<file path="src/rtl/excitation_burst_gen.sv">
// Excitation burst generator: pulse burst, blanking, listen window, TOF capture.
// Define EXCITATION_BURST_GEN_ABORT_EN to add the abort input.
module excitation_burst_gen #(
  parameter int CNT_W = 16,
  parameter int NP_W  = 8
) (
  input  logic             clk,
  input  logic             rst_n,
  input  logic             start,
`ifdef EXCITATION_BURST_GEN_ABORT_EN
  input  logic             abort,
`endif
  input  logic [7:0]       pulse_width,
  input  logic [7:0]       pulse_period,
  input  logic [NP_W-1:0]  num_pulses,
  input  logic [CNT_W-1:0] blank_len,
  input  logic [CNT_W-1:0] listen_len,
  input  logic             echo_trig,
  output logic             tx_out,
  output logic             rx_enable,
  output logic             busy,
  output logic [CNT_W-1:0] tof,
  output logic             tof_valid,
  output logic             timeout
);

  localparam int XW = (CNT_W > 9) ? CNT_W : 9;

  typedef enum logic [2:0] {
    IDLE,
    PULSE_HI,
    PULSE_LO,
    BLANK,
    LISTEN
  } state_t;

  state_t           state_q;
  logic [7:0]       cfg_w_q;
  logic [7:0]       cfg_p_q;
  logic [NP_W-1:0]  cfg_n_q;
  logic [CNT_W-1:0] cfg_b_q;
  logic [CNT_W-1:0] cfg_l_q;
  logic [XW-1:0]    cnt_q;
  logic [NP_W-1:0]  pcnt_q;
  logic [CNT_W-1:0] tb_q;
  logic [CNT_W-1:0] tof_q;
  logic             tx_q;
  logic             rx_q;
  logic             busy_q;
  logic             done_q;
  logic             valid_q;
  logic             to_q;

  logic [8:0]       w_eff;
  logic [8:0]       p_eff;
  logic [8:0]       lo_len;
  logic [CNT_W-1:0] post_b;
  logic [CNT_W-1:0] post_l;
  logic [CNT_W-1:0] tb_d;
  logic             hi_last;
  logic             lo_last;
  logic             pulse_last;
  logic             blank_last;
  logic             listen_last;
  logic             kill;

  always_comb begin
    w_eff = (cfg_w_q == 8'd0) ? 9'd1 : {1'b0, cfg_w_q};
    p_eff = {1'b0, cfg_p_q};
    if ({1'b0, cfg_p_q} <= w_eff) begin
      p_eff = w_eff + 9'd1;
    end
    lo_len = p_eff - w_eff;
  end

  // Leaving IDLE uses the live inputs; later moves use the captured config.
  always_comb begin
    post_b = cfg_b_q;
    post_l = cfg_l_q;
    if (state_q == IDLE) begin
      post_b = blank_len;
      post_l = listen_len;
    end
  end

  always_comb begin
    hi_last     = cnt_q == XW'(w_eff) - XW'(1);
    lo_last     = cnt_q == XW'(lo_len) - XW'(1);
    pulse_last  = pcnt_q == cfg_n_q - NP_W'(1);
    blank_last  = cnt_q == XW'(cfg_b_q) - XW'(1);
    listen_last = cnt_q == XW'(cfg_l_q) - XW'(1);
    tb_d        = (tb_q == '1) ? tb_q : tb_q + CNT_W'(1);
  end

`ifdef EXCITATION_BURST_GEN_ABORT_EN
  assign kill = abort && (state_q != IDLE);
`else
  assign kill = 1'b0;
`endif

  // LISTEN with done_q set is the strobe cycle: window closed, still busy.
  always_ff @(posedge clk or negedge rst_n) begin
    if (!rst_n) begin
      state_q <= IDLE;
      cfg_w_q <= '0;
      cfg_p_q <= '0;
      cfg_n_q <= '0;
      cfg_b_q <= '0;
      cfg_l_q <= '0;
      cnt_q   <= '0;
      pcnt_q  <= '0;
      tb_q    <= '0;
      tof_q   <= '0;
      tx_q    <= 1'b0;
      rx_q    <= 1'b0;
      busy_q  <= 1'b0;
      done_q  <= 1'b0;
      valid_q <= 1'b0;
      to_q    <= 1'b0;
    end else begin
      valid_q <= 1'b0;
      to_q    <= 1'b0;
      if (busy_q) begin
        tb_q <= tb_d;
      end
      if (kill) begin
        state_q <= IDLE;
        tx_q    <= 1'b0;
        rx_q    <= 1'b0;
        busy_q  <= 1'b0;
        done_q  <= 1'b0;
        cnt_q   <= '0;
      end else begin
        unique case (state_q)
          IDLE: begin
            if (start) begin
              cfg_w_q <= pulse_width;
              cfg_p_q <= pulse_period;
              cfg_n_q <= num_pulses;
              cfg_b_q <= blank_len;
              cfg_l_q <= listen_len;
              busy_q  <= 1'b1;
              tb_q    <= '0;
              cnt_q   <= '0;
              pcnt_q  <= '0;
              if (num_pulses != '0) begin
                state_q <= PULSE_HI;
                tx_q    <= 1'b1;
              end else if (post_b != '0) begin
                state_q <= BLANK;
              end else begin
                state_q <= LISTEN;
                rx_q    <= post_l != '0;
                done_q  <= post_l == '0;
                to_q    <= post_l == '0;
              end
            end
          end
          PULSE_HI: begin
            if (hi_last) begin
              state_q <= PULSE_LO;
              tx_q    <= 1'b0;
              cnt_q   <= '0;
            end else begin
              cnt_q <= cnt_q + XW'(1);
            end
          end
          PULSE_LO: begin
            if (!lo_last) begin
              cnt_q <= cnt_q + XW'(1);
            end else begin
              cnt_q <= '0;
              if (!pulse_last) begin
                state_q <= PULSE_HI;
                tx_q    <= 1'b1;
                pcnt_q  <= pcnt_q + NP_W'(1);
              end else if (post_b != '0) begin
                state_q <= BLANK;
              end else begin
                state_q <= LISTEN;
                rx_q    <= post_l != '0;
                done_q  <= post_l == '0;
                to_q    <= post_l == '0;
              end
            end
          end
          BLANK: begin
            if (blank_last) begin
              state_q <= LISTEN;
              cnt_q   <= '0;
              rx_q    <= cfg_l_q != '0;
              done_q  <= cfg_l_q == '0;
              to_q    <= cfg_l_q == '0;
            end else begin
              cnt_q <= cnt_q + XW'(1);
            end
          end
          LISTEN: begin
            if (done_q) begin
              state_q <= IDLE;
              busy_q  <= 1'b0;
              done_q  <= 1'b0;
              cnt_q   <= '0;
            end else if (echo_trig) begin
              tof_q   <= tb_q;
              valid_q <= 1'b1;
              rx_q    <= 1'b0;
              done_q  <= 1'b1;
            end else if (listen_last) begin
              to_q    <= 1'b1;
              rx_q    <= 1'b0;
              done_q  <= 1'b1;
            end else begin
              cnt_q <= cnt_q + XW'(1);
            end
          end
          default: begin
            state_q <= IDLE;
          end
        endcase
      end
    end
  end

  assign tx_out    = tx_q;
  assign rx_enable = rx_q;
  assign busy      = busy_q;
  assign tof       = tof_q;
  assign tof_valid = valid_q;
  assign timeout   = to_q;

endmodule

</file>
<file path="config.mk">
export PLATFORM = sky130hd
export DESIGN_NAME = excitation_burst_gen
export DESIGN_NICKNAME = d
export VERILOG_FILES = /design/src/rtl/excitation_burst_gen.sv
export SDC_FILE = /design/constraint.sdc
export NUM_CORES = 1
export LEC_CHECK = 0
export CAP_MARGIN = 20
export CORE_UTILIZATION = 60
export DETAILED_ROUTE_END_ITERATION = 7
export MAX_ROUTING_LAYER = met4
export PLACE_DENSITY = 0.79
export SYNTH_ARGS = -nofsm -noshare
export SYNTH_HDL_FRONTEND = slang
export SYNTH_SLANG_ARGS = --single-unit
</file>
<file path="constraint.sdc">
create_clock -name clk -period 11.7 [get_ports clk]
set_input_delay 1.17 -clock clk [delete_from_list [all_inputs] [get_ports clk]]
set_output_delay 1.17 -clock clk [all_outputs]
set_load 0.05 [all_outputs]
</file>
==> impl_results.rst <==
.. list-table::
   :header-rows: 1

   * - Metric
     - Value
   * - Proportion of synthesized chip area in sequential cells
     - 0.353
   * - Total of cells resized after clock tree synthesis
     - 0
   * - Fin. Hold Viols
     - 0
   * - Number of antenna repair diodes
     - 0
   * - Top cells by instance count after synthesis
     - 203 x sky130_fd_sc_hd__nand2_1, 121 x sky130_fd_sc_hd__dfrtp_1, 84 x sky130_fd_sc_hd__nor2_1
   * - Global-route wire length before repair
     - roughly 36000 um
   * - Total routed wire length on the met1 layer
     - 9900 um
   * - Maximum clock frequency
     - 146 MHz
   * - Fraction of layout instances using a drive strength above 1
     - 0.0857
   * - Root buffer cell
     - sky130_fd_sc_hd__clkbuf_16
   * - Core footprint
     - approximately 0.014 mm2
   * - Crit path launch type
     - register
   * - Mapped Area
     - 0.00859 mm2
   * - Post-DP Area
     - 0.00928 mm2
   * - Final estimated routing congestion in global placement
     - 1.01
   * - Detailed Route Iter0 Violations
     - 712
   * - Total negative setup slack
     - 0 ns
   * - Congestion Overflow GR
     - 0
   * - Worst-skew pair later-pin latency
     - 0.42 ns
   * - Maximum number of pins on one net before global-route repair
     - 63
   * - Worst-Margin Slew
     - 1.14 ns
   * - CTS clk-pin slew, worst paths
     - roughly 0.060 ns
   * - RSZ-0062 raised after global routing
     - false
   * - Peak VDD IR
     - 0.000218 V
   * - Clock sink count
     - 121
   * - Post-Layout Inst Area
     - 0.00992 mm2
   * - Horizontal die dimension
     - 122 um
   * - Routed via count
     - 7611
   * - Worst path required time
     - 11.97 ns
   * - Number of flops mapped to enable cells by yosys
     - 0
   * - Site Rows
     - 43
   * - Initial core utilization
     - 0.616
   * - TritonCTS clock tree
     - yes
   * - Number of search-and-repair iterations in the first detailed-routing pass
     - 5
   * - Setup Viol. Count Final
     - 0
   * - Highest layer used for signal routing
     - met4
   * - Detail-routed via count per cell
     - 6.07
   * - Skew final
     - 0.00860 ns
   * - Part of the cycle the worst path needs
     - 0.584
   * - Maximum fanout along the worst path
     - 15
   * - Post-layout nets
     - 1147
   * - WL/cell
     - about 17 um
   * - Worst path max stage delay
     - 0.72 ns
   * - Max-slew violation count
     - 0
   * - Detailed-route DRC error count
     - 0
   * - Ranking of synthesized cells by area
     - sky130_fd_sc_hd__dfrtp_1 35%, sky130_fd_sc_hd__nand2_1 8.9%, sky130_fd_sc_hd__xnor2_1 6.6%, sky130_fd_sc_hd__nor2_1 3.7%, sky130_fd_sc_hd__ha_1 3.6%
   * - Least setup slack across all paths after layout
     - 4.87 ns
   * - Reported leakage power
     - 4.30 nW
   * - Yosys cell types
     - 85
   * - YS warnings
     - 0
   * - Area added between synthesis and finish
     - 15.5%
   * - IO buf count
     - 80
   * - Shortest period the worst path allows
     - 6.83 ns
   * - Boundary Pins
     - 81
   * - Number of H-tree branching levels
     - 4
   * - Crit path cell chain
     - nor4_1 -> a31oi_1 -> inv_1 -> ha_1 -> nand4_1 -> o21a_1 -> nor2_1 -> a21oi_1 -> ha_1 -> fa_1 -> nand2b_1 -> a21oi_1 -> xor3_4 -> or3_1 -> a2111oi_0 -> nand2_1 -> o31ai_4 -> nor3b_4 -> nor3_1
   * - Arrival time worst endpoint
     - between 7 and 8 ns
   * - Post-synthesis instance total
     - 1018
   * - Y dimension of the die
     - 122 um
   * - Total nets after synthesis
     - 1104
   * - Cell type contributing the most total cell area after synthesis
     - sky130_fd_sc_hd__dfrtp_1
   * - Total routing usage reported by global routing
     - 0.322
   * - Max-cap viol count
     - 0
   * - Pwr/cell area
     - 325 mW/mm2
   * - Number of hold buffers added after CTS
     - 0
   * - Clock tree buffer depth
     - 2
   * - Most numerous cell in the Yosys netlist
     - sky130_fd_sc_hd__nand2_1
   * - Number of synthesized register bits
     - around 120
   * - Ys flop type
     - sky130_fd_sc_hd__dfrtp_1
   * - Mean post-synth cell area
     - ~8.4 um2
   * - Run status
     - finished, final reports clean
   * - Antenna violations before repair
     - 0
   * - Vias in the first global route
     - between 7000 and 8000
   * - Number of setup buffers added after CTS
     - 0
   * - Detailed-routed wire length on met2
     - 10100 um
   * - Type of the setup path with the least slack
     - register to register
   * - Worst path slowest cell
     - sky130_fd_sc_hd__nor3b_4
   * - Total length of routed wires
     - 21800 um
   * - Headroom to the max-slew limit
     - 0.241
   * - Share of flip-flops with an asynchronous set or reset
     - 1.00
   * - Number of buffers created by CTS
     - 17
   * - Met3 Wirelength
     - 1260 um
   * - Classification of the worst-slack hold path
     - register to register
   * - Placement-stage worst setup slack
     - roughly 5.0 ns
   * - Detailed placement HPWL
     - 15500 um
   * - Area share of the largest cell type after synthesis
     - 0.353
   * - DIE AREA
     - 0.0148 mm2
   * - Post-route antenna net violation count
     - 0
   * - Kind of end point of the critical path
     - register
cells in the final DEF, fill, tap and decap left out, types with 4 or more instances in the layout:
cell,synthesis,routed
sky130_fd_sc_hd__a211oi_1,4,4
sky130_fd_sc_hd__a21oi_1,35,35
sky130_fd_sc_hd__a31oi_1,12,12
sky130_fd_sc_hd__and3_1,17,16
sky130_fd_sc_hd__and4_1,6,6
sky130_fd_sc_hd__buf_4,2,4
sky130_fd_sc_hd__bufinv_16,0,4
sky130_fd_sc_hd__clkbuf_16,0,17
sky130_fd_sc_hd__clkdlybuf4s50_1,0,79
sky130_fd_sc_hd__clkinv_4,0,5
sky130_fd_sc_hd__dfrtp_1,121,121
sky130_fd_sc_hd__ha_1,25,25
sky130_fd_sc_hd__inv_1,33,33
sky130_fd_sc_hd__inv_6,0,4
sky130_fd_sc_hd__mux2_2,19,19
sky130_fd_sc_hd__mux2i_1,16,16
sky130_fd_sc_hd__nand2_1,203,203
sky130_fd_sc_hd__nand2b_1,8,8
sky130_fd_sc_hd__nand3_1,28,28
sky130_fd_sc_hd__nand3b_1,5,5
sky130_fd_sc_hd__nand4_1,24,24
sky130_fd_sc_hd__nand4b_1,7,7
sky130_fd_sc_hd__nor2_1,84,84
sky130_fd_sc_hd__nor2_2,5,5
sky130_fd_sc_hd__nor2b_1,10,10
sky130_fd_sc_hd__nor3_1,25,25
sky130_fd_sc_hd__nor3_2,6,6
sky130_fd_sc_hd__nor3b_1,4,4
sky130_fd_sc_hd__nor4_1,22,22
sky130_fd_sc_hd__o211ai_1,4,4
sky130_fd_sc_hd__o21ai_0,39,39
sky130_fd_sc_hd__o22ai_1,5,5
sky130_fd_sc_hd__or2_2,4,4
sky130_fd_sc_hd__or3_1,12,12
sky130_fd_sc_hd__or4_1,9,9
sky130_fd_sc_hd__xnor2_1,65,65
sky130_fd_sc_hd__xor2_1,28,28
worst max-delay path, delay by kind of cell, from the launching register on:
family	cells	cell delay (ns)
xor+xnor	1	0.38
simple gates	8	2.99
buf+inv	1	0.14
fa+ha+maj	3	0.80
flops	1	0.49
compound gates	6	1.86
report_power, final:
group	internal [mW]	switching [mW]
clock network	0.360	0.210
registers	0.548	0.208
logic	0.812	1.09
total	1.72	1.51
layout make-up:
cell class                      count  area (um2)
Clock buffer                       17         425
Clock inverter                     15         214
Fill cell                        1104        4010
Inverter                           33         124
Multi-Input combinational cell    805        5080
Sequential cell                   121        3030
Tap cell                          180         225
Timing Repair Buffer               83         821
routing by layer:
metal | up-vias | GRT usage
li1 | 3646 | -
met1 | 3674 | 0.425
met2 | 246 | 0.497
met3 | 45 | 0.0609
met4 | 0 | 0.110
met5 | - | -
stage by stage:
| stage | util | cells | hold WS, ns | total power, mW |
|---|---|---|---|---|
| finish | 0.712 | 1254 | 0.507 | 3.23 |
| global route | 0.712 | 1254 | 0.518 | 3.48 |
| CTS | 0.712 | 1254 | 0.511 | 3.21 |
| detailed placement | 0.666 | 1222 | 0.492 | 2.63 |
| global placement | 0.666 | 1222 | 0.485 | 2.58 |
| floorplan | - | 1018 | 0.465 | 2.26 |
state kept, by name, indices dropped and copies added, names as in the netlist:
signal,flops
busy,1
cfg_n_q,8
tof_valid,1
done_q,1
cfg_l_q,16
timeout,1
cfg_w_q,8
cfg_b_q,16
cnt_q,16
tof,16
pcnt_q,8
state_q,3
cfg_p_q,8
rx_enable,1
tx_out,1
tb_q,16
worst paths after layout:
path	cells after the start	start	slack [ns]	endpoint
worst max register to register	19	cfg_w_q[4]$_DFFE_PN0P_	4.87	cnt_q[3]$_DFFE_PN0P_
worst min-delay path	1	tof[4]$_DFFE_PN0P_	0.51	tof[4]$_DFFE_PN0P_
min in group asynchronous	1	rst_n	0.82	cfg_p_q[6]$_DFFE_PN0P_
worst min register to register	1	tof[4]$_DFFE_PN0P_	0.51	tof[4]$_DFFE_PN0P_
worst max-delay path	19	cfg_w_q[4]$_DFFE_PN0P_	4.87	cnt_q[3]$_DFFE_PN0P_
max in group asynchronous	2	rst_n	9.63	tb_q[0]$_DFF_PN0_
kinds of logic (layout without fill, tap and decap cells):
| group | after synthesis | after routing | share of synthesized area |
|---|---|---|---|
| compound gates | 147 | 147 | 0.113 |
| xor+xnor | 95 | 95 | 0.101 |
| fa+ha+maj | 26 | 26 | 0.0388 |
| buf+inv | 92 | 148 | 0.0560 |
| flops | 121 | 121 | 0.353 |
| mux | 37 | 37 | 0.0471 |
| simple gates | 500 | 500 | 0.292 |
Note: power is estimated with default switching activity, not from simulation.
